[src/rtl/req_ack_pkg.sv]
// Shared types and defaults for the req/ack latency monitor.
// popcount16 is sized for the largest supported channel count.
package req_ack_pkg;

    typedef enum logic {
        IDLE = 1'b0,
        WAIT = 1'b1
    } ch_state_t;

    localparam int DEF_NUM_CH  = 4;
    localparam int DEF_MAX_LAT = 4;
    localparam int DEF_CNT_W   = 16;

    function automatic logic [4:0] popcount16(input logic [15:0] v);
        logic [4:0] cnt;
        cnt = '0;
        for (int i = 0; i < 16; i++) begin
            cnt = cnt + 5'(v[i]);
        end
        return cnt;
    endfunction

endpackage

[src/rtl/req_ack_ch.sv]
// One req/ack channel: IDLE/WAIT FSM with a latency timer.
// Event outputs are combinational and qualify the current edge only.
module req_ack_ch
    import req_ack_pkg::*;
#(
    parameter int MAX_LAT = DEF_MAX_LAT
) (
    input  logic      clk,
    input  logic      rst_n,
    input  logic      i_req,
    input  logic      i_ack,
    output ch_state_t o_state,
    output logic      o_pass,
    output logic      o_fail,
    output logic      o_spurious
);

    // A zero-latency limit still needs a 1-bit timer to keep the vector legal.
    localparam int TMR_W = (MAX_LAT < 1) ? 1 : $clog2(MAX_LAT + 1);
    localparam logic [TMR_W-1:0] LAT_LIMIT = TMR_W'(MAX_LAT);

    ch_state_t        r_state;
    ch_state_t        w_state_nxt;
    logic [TMR_W-1:0] r_timer;
    logic [TMR_W-1:0] w_timer_nxt;

    always_ff @(posedge clk or negedge rst_n) begin
        if (!rst_n) begin
            r_state <= IDLE;
            r_timer <= '0;
        end else begin
            r_state <= w_state_nxt;
            r_timer <= w_timer_nxt;
        end
    end

    always_comb begin
        w_state_nxt = r_state;
        w_timer_nxt = r_timer;
        o_pass      = 1'b0;
        o_fail      = 1'b0;
        o_spurious  = 1'b0;
        case (r_state)
            IDLE: begin
                if (i_req && i_ack) begin
                    o_pass = 1'b1;
                end else if (i_req) begin
                    if (MAX_LAT == 0) begin
                        o_fail = 1'b1;
                    end else begin
                        w_state_nxt = WAIT;
                        w_timer_nxt = TMR_W'(1);
                    end
                end else if (i_ack) begin
                    o_spurious = 1'b1;
                end
            end
            WAIT: begin
                // Ack wins over timeout on the same edge; req is ignored here.
                if (i_ack) begin
                    o_pass      = 1'b1;
                    w_state_nxt = IDLE;
                    w_timer_nxt = '0;
                end else if (r_timer == LAT_LIMIT) begin
                    o_fail      = 1'b1;
                    w_state_nxt = IDLE;
                    w_timer_nxt = '0;
                end else begin
                    w_timer_nxt = r_timer + TMR_W'(1);
                end
            end
        endcase
    end

    assign o_state = r_state;

endmodule

[src/rtl/req_ack_monitor.sv]
// Multi-channel req/ack latency monitor: per-channel FSMs plus registered
// event pulses, sticky error flags and saturating pass/fail totals.
module req_ack_monitor
    import req_ack_pkg::*;
#(
    parameter int NUM_CH  = DEF_NUM_CH,
    parameter int MAX_LAT = DEF_MAX_LAT,
    parameter int CNT_W   = DEF_CNT_W
) (
    input  logic              clk,
    input  logic              rst_n,
    input  logic [NUM_CH-1:0] req,
    input  logic [NUM_CH-1:0] ack,
    input  logic              clr,
    output logic [NUM_CH-1:0] busy,
    output logic [NUM_CH-1:0] pass_pulse,
    output logic [NUM_CH-1:0] fail_pulse,
    output logic [NUM_CH-1:0] err_sticky,
    output logic [CNT_W-1:0]  pass_cnt,
    output logic [CNT_W-1:0]  fail_cnt
);

    localparam logic [CNT_W-1:0] CNT_MAX = '1;

    ch_state_t         w_state [NUM_CH];
    logic [NUM_CH-1:0] w_pass;
    logic [NUM_CH-1:0] w_fail;
    logic [NUM_CH-1:0] w_spur;
    logic [4:0]        w_pass_pop;
    logic [4:0]        w_fail_pop;
    logic [CNT_W-1:0]  w_pass_base;
    logic [CNT_W-1:0]  w_fail_base;

    logic [NUM_CH-1:0] r_pass_pulse;
    logic [NUM_CH-1:0] r_fail_pulse;
    logic [NUM_CH-1:0] r_err_sticky;
    logic [CNT_W-1:0]  r_pass_cnt;
    logic [CNT_W-1:0]  r_fail_cnt;

    for (genvar g = 0; g < NUM_CH; g++) begin : g_ch
        req_ack_ch #(
            .MAX_LAT(MAX_LAT)
        ) u_ch (
            .clk       (clk),
            .rst_n     (rst_n),
            .i_req     (req[g]),
            .i_ack     (ack[g]),
            .o_state   (w_state[g]),
            .o_pass    (w_pass[g]),
            .o_fail    (w_fail[g]),
            .o_spurious(w_spur[g])
        );
        assign busy[g] = (w_state[g] == WAIT);
    end

    function automatic logic [CNT_W-1:0] sat_add(input logic [CNT_W-1:0] base,
                                                 input logic [4:0] inc);
        logic [CNT_W+4:0] sum;
        sum = {5'b0, base} + {{CNT_W{1'b0}}, inc};
        return (sum > {5'b0, CNT_MAX}) ? CNT_MAX : sum[CNT_W-1:0];
    endfunction

    assign w_pass_pop  = popcount16(16'(w_pass));
    assign w_fail_pop  = popcount16(16'(w_fail));
    // Clear restarts totals from this edge's events rather than from zero.
    assign w_pass_base = clr ? '0 : r_pass_cnt;
    assign w_fail_base = clr ? '0 : r_fail_cnt;

    always_ff @(posedge clk or negedge rst_n) begin
        if (!rst_n) begin
            r_pass_pulse <= '0;
            r_fail_pulse <= '0;
            r_err_sticky <= '0;
            r_pass_cnt   <= '0;
            r_fail_cnt   <= '0;
        end else begin
            r_pass_pulse <= w_pass;
            r_fail_pulse <= w_fail;
            r_err_sticky <= (clr ? '0 : r_err_sticky) | w_fail | w_spur;
            r_pass_cnt   <= sat_add(w_pass_base, w_pass_pop);
            r_fail_cnt   <= sat_add(w_fail_base, w_fail_pop);
        end
    end

    assign pass_pulse = r_pass_pulse;
    assign fail_pulse = r_fail_pulse;
    assign err_sticky = r_err_sticky;
    assign pass_cnt   = r_pass_cnt;
    assign fail_cnt   = r_fail_cnt;

endmodule
[config.mk]
export PLATFORM = sky130hd
export DESIGN_NAME = req_ack_monitor
export DESIGN_NICKNAME = d
export VERILOG_FILES = /design/src/rtl/req_ack_pkg.sv /design/src/rtl/req_ack_ch.sv /design/src/rtl/req_ack_monitor.sv
export SDC_FILE = /design/constraint.sdc
export NUM_CORES = 1
export LEC_CHECK = 0
export BUFFER_PORTS_ARGS = -buffer_cell sky130_fd_sc_hd__buf_2
export CAP_MARGIN = 20
export CORE_UTILIZATION = 45
export CTS_CLUSTER_DIAMETER = 30
export DETAILED_ROUTE_END_ITERATION = 12
export GPL_ROUTABILITY_DRIVEN = 0
export GPL_TIMING_DRIVEN = 0
export PLACE_DENSITY = 0.69
export SETUP_SLACK_MARGIN = 0.1
export SLEW_MARGIN = 25
export SYNTH_ARGS = -nofsm -noshare
export SYNTH_HDL_FRONTEND = slang
export SYNTH_SLANG_ARGS = --single-unit
[constraint.sdc]
create_clock -name clk -period 3.3 [get_ports clk]
set_input_delay 0.33 -clock clk [delete_from_list [all_inputs] [get_ports clk]]
set_output_delay 0.33 -clock clk [all_outputs]
set_load 0.005 [all_outputs]
After elaboration in Yosys (flattened, before gate mapping)
Cells that the tools add are included. Widths: inputs -> output; s select.

Logic and storage cells: 134. Output and inout bits: 48. Flip-flop bits (word level): 60.

Magnitude comparators: 2. Eq/ne operators: 12. Mux-type cells: 81. Bitwise operators: 6. Add/sub/neg operators: 12. Reductions and logical operators: 8.

Operators with widths (count): $mux 16 (4); $mux 1 (48); $mux 3 (16); $add 16x4->17 (2); $gt 17x16->1 const B (2); $pmux 3 s2 (4); $ne 2x2->1 const B (8); $pmux 1 s2 (8); $add 3x1->3 const B (4); $eq 3x3->1 const B (4); $add 3x1->4 (2); $or 4x4->4 (2); $reduce_and 2->1 (4); $add 2x1->3 (2); $add 1x1->2 (2); $logic_and 1x1->1 (4); $mux 4 (1); $not 1->1 (4).

Longest topological paths before layout
Depth in word-level cells: 10. Depth in mapped cells: 14.

By module
A second synthesis with hierarchy kept.

Cell total of the unflattened synthesis: 320. Area, all modules: 3388.2 um^2.

Modules (own cells, without submodules): req_ack_monitor (seq. area each 1101.1 um^2, cells each 216, area each 2387.3 um^2, times used 1); req_ack_ch (seq. area each 100.1 um^2, cells each 26, area each 250.2 um^2, times used 4).

Worst setup path after synthesis
OpenSTA, ideal clock, no wires.

Kind: in2reg. Start: input port clr. End: register r_pass_cnt[7], in the netlist pass_cnt[7]. Cell stages on the path: 14. Path slack: 0.270 ns. Setup time: 0.083 ns. Arrival time: 2.947 ns. Required time: 3.217 ns. Cell sequence: buf_2 > buf_2 > buf_2 > nor2b_1 > fa_1 > inv_1 > fa_1 > inv_1 > fa_1 > nand4b_1 > nor3b_1 > nand2_1 > buf_2 > o21ai_0.

Word-level cells in the longest chain between the ends: 4.

Ends and longest elaborated chain: from (decl) (line req_ack_monitor.sv:14) `input logic clr,`; $mux 16 (*) (line req_ack_monitor.sv:66) `assign w_pass_base = clr ? '0 : r_pass_cnt;`; $add 16x4->17 (*) (line req_ack_monitor.sv:59) `sum = {5'b0, base} + {{CNT_W{1'b0}}, inc};`; $gt 17x16->1 (line req_ack_monitor.sv:60) `return (sum > {5'b0, CNT_MAX}) ? CNT_MAX : sum[CNT_W-1:0];`; $mux 16 (*) (line req_ack_monitor.sv:60); to (signal assigned) (line req_ack_monitor.sv:80) `r_pass_cnt <= sat_add(w_pass_base, w_pass_pop);`; to (decl) (line req_ack_monitor.sv:37) `logic [CNT_W-1:0] r_pass_cnt;`.

Mark *: on every way between the ends. The rest lies on a longest branch, timed or not. A chain may end at the register's enable or synchronous reset.

Worst setup path after layout
Start: register g_ch[2].u_ch.r_state. End: register r_pass_cnt[14], in the netlist pass_cnt[14].

Word-level cells in the longest chain between the ends: 7.

Ends and longest elaborated chain: from (decl) (line req_ack_ch.sv:22) `ch_state_t r_state;`; from (signal assigned) (line req_ack_ch.sv:32) `r_state <= w_state_nxt;`; $not 1->1 (line req_ack_ch.sv:43) `case (r_state)`; $pmux 1 s2 (*) (line req_ack_ch.sv:43); named net g_ch[2].u_ch.o_pass (line req_ack_ch.sv:13) `output logic o_pass,`; $add 2x1->3 (*) (line req_ack_pkg.sv:18) `cnt = cnt + 5'(v[i]);`; $add 3x1->4 (*) (line req_ack_pkg.sv:18); $add 16x4->17 (*) (line req_ack_monitor.sv:59); $gt 17x16->1 (line req_ack_monitor.sv:60); $mux 16 (*) (line req_ack_monitor.sv:60).

The timed path passes the listed nets; every way through them passes the cells marked *.

==> impl_metrics.yaml <==
floorplanning:
  die_x_um: 87.4
  die_area_um2: 7630
  core_um2: 6910
  die_h_um: 87.4
  initial_core_util: 0.475
  pin_count: 59
  placementRows: 30
logic_synthesis:
  synth_seq_area_share: 0.458
  synthArstFlopShare: 1.00
  ys_warn_count: 0
  ys_ff_latch: 60
  synth_edf_count: 0
  syn_area_um2: 3280
  avgSynthCellArea_um2: 10.5
  synth_cells: 312
  yosys.cell_types.count: 54
  synth_nets: 339
  synth_top_flop_cell: "dfrtp_1"
detailed_routing:
  vias: 2571
  wl_mm: 6.84
  topRoutingLayerUsed: "met4"
  dr.pass1.iters: 4
  viasPerCell: 5.31
  drc: 0
  route.met3.wl_um: 309
  wl_met1_mm: 3.19
  wl_per_cell_um: 14.1
  drt_iter0_markers: 112
  ant_nets: 0
  wl_met2_mm: 3.30
layout:
  antenna_cells: 0
  design_area_um2: 4000
  fillers: 650
  utilization: 0.580
  multiInputGateArea_um2: 1660
  final-seq-area_um2: 1500
  final_nets: 410
  syn_to_final_growth_pct: 22.1
  drive_gt1_frac: 0.296
sta:
  hold_violations: 0
  relSlewSlack: 0.500
  worstMarginPinSlew_ns: 0.751
  fin_skew_ns: 0.00835
  layout_min_cycle_time_ns: 3.05
  maxSlewViolCount: 0
  rsz0062_at_grt: "no"
  fin_tns_setup_ns: 0
  max_freq_mhz: 328
  period_share: 0.925
  fin_ws_ns: 0.248
  setup_violations: 0
power_and_ir_drop:
  internal-power_uw: 1420
  share_seq_of_total_power: 0.432
  p_leak_uw: 0.00203
  total_power_uw: 1920
  vdd_ir_drop_max_uv: 244
  switching_share: 0.263
  p_clk_frac: 0.429
  p_per_area_nw_per_um2: 480
  power.switching_uw: 505
  combPwrFrac: 0.139
placement:
  port_buffers: 57
  place_hpwl_mm: 4.82
  dp_slack_ns: -0.318
  place_area_um2: 3690
job:
  drv_cap: 0
global_route:
  grt_antenna_before_repair: 0
  grt_pass1_wl_mm: 11.7
  grt_pass1_vias: 2471
  grt_use_total: 0.199
  grt_max_degree: 61
  grt.overflow.total: 0
clock_tree:
  cts.sink_count: 60
  path_clk_slew_ns: 0.08
  clkLatencyLatePin_ns: 0.34
  cts_buffers: 9
  clockBufferDepth: 2
  root_buffer: "clkbuf_8"
  tritoncts: "done"
  cts_htree_levels: 3
setup_path:
  required_ns: 3.55
  criticalPathCategory: "reg -> reg"
  critPathCaptureType: "flip-flop"
  worst_ep_arrival_time_ns: 3.30
  critPathLaunchType: "flip-flop"
  critPathMaxFanout: 8
min_path:
  hold_path.class: "in -> async"
outcome:
  outcome: "finished, final reports clean"
-- final cells by class --
type / instances / share of cell area
clock inverters: 7 / 0.0306
inverters: 23 / 0.0216
multi-input cells: 217 / 0.414
clock buffers: 9 / 0.0309
repair buffers: 60 / 0.0775
flip-flops and latches: 60 / 0.375
well taps: 96 / 0.0300
plain buffers: 12 / 0.0203
-- cell usage after synthesis (7+ instances only) --
library cell  number  area share
a21oi_1           12       0.018
a22o_1             7       0.019
and3_1             7       0.013
dfrtp_1           60        0.46
ha_1              10       0.038
inv_1             22       0.025
mux2i_1            7       0.021
nand2_1           18       0.021
nand2b_1           9       0.017
nand3_1           13       0.020
nor2_1            15       0.017
nor2b_1           17       0.032
nor4_1             7       0.013
o21ai_0            8       0.012
o21ai_2            7       0.019
xnor2_1           13       0.035
xor2_1             7       0.019
-- cell families (layout without fill, tap and decap cells) --
family | Yosys count | after routing | share of synthesized area
mux | 9 | 9 | 0.0282
buf+inv | 35 | 111 | 0.0492
fa+ha+maj | 16 | 16 | 0.0748
xor+xnor | 20 | 20 | 0.0534
simple gates | 111 | 111 | 0.204
flops | 60 | 60 | 0.458
compound gates | 61 | 61 | 0.132
-- worst paths after layout --
kind | start | to | slack (ns) | cells after the start
min in group clk | ack[3] | g_ch[3].u_ch.o_state | 0.20 | 2
hold reg to reg | err_sticky[2] | err_sticky[2] | 0.49 | 1
max in group asynchronous | rst_n | g_ch[2].u_ch.o_state | 2.72 | 1
setup / recovery | g_ch[2].u_ch.o_state | pass_cnt[14] | 0.25 | 12
setup reg to reg | g_ch[2].u_ch.o_state | pass_cnt[14] | 0.25 | 12
hold / removal | rst_n | g_ch[2].u_ch.r_timer[0] | 0.06 | 1
-- cell usage in the layout, fill, tap and decap left out, types with 4 or more instances in the layout --
cell	instances
o21ai_0	8
nand2_1	18
xnor2_1	13
and3_1	7
nor4_1	5
ha_1	9
clkbuf_8	9
nor2b_1	15
o21ai_2	7
nor2_1	14
inv_1	22
xor2_1	7
buf_2	61
dfrtp_1	59
nand3_1	13
fa_1	4
nor3_1	4
a22o_1	7
nand4_1	4
buf_4	9
nand2b_1	9
mux2i_1	7
a21oi_1	12
-- registers in the layout, summed over array words and instances (netlist names) --
signal             count
g_ch.u_ch.r_timer     12
fail_cnt              16
g_ch.u_ch.o_state      4
fail_pulse             4
err_sticky             4
pass_cnt              16
pass_pulse             4
-- power groups by stage --
stage          logic, uW  registers, uW  clock network [uW]
2_1_floorplan        156            840                   0
3_3_place_gp         248            844                   0
3_5_place_dp         255            846                   0
4_1_cts              258            832                 846
5_1_grt              310            840                 881
6_report             267            831                 825
-- stage by stage --
| step | hold WS (ns) | std cells |
|---|---|---|
| final | 0.0591 | 484 |
| after CTS | 0.0815 | 481 |
| after global placement | 0.484 | 465 |
| after detailed placement | 0.458 | 465 |
| after global routing | 0.112 | 484 |
| after floorplan | 0.0344 | 312 |
-- worst max-delay path, cell delays in order, from the launching register on --
cell and delay [ns]:
dfrtp_2 0.46, nor2_1 0.15, nor2_1 0.10, fa_1 0.54, inv_1 0.05, fa_1 0.41
inv_1 0.10, fa_2 0.25, nand4b_1 0.15, buf_4 0.20, nor4_4 0.24, nor2_1 0.07
a211oi_1 0.22
-- timing repair --
item                       in CTS  in global routing
buffers inserted                0                  3
resized for setup               2                 11
setup endpoints to repair       8                 26
pin swaps                       0                  2
hold buffers                    0                  0
-- layer usage --
layer	GRT usage	up-vias
met2	0.315	59
li1	-	1244
met4	0.0581	0
met3	0.0569	5
met5	0	-
met1	0.267	1263
No activity file was read; power rests on OpenSTA's default activity.
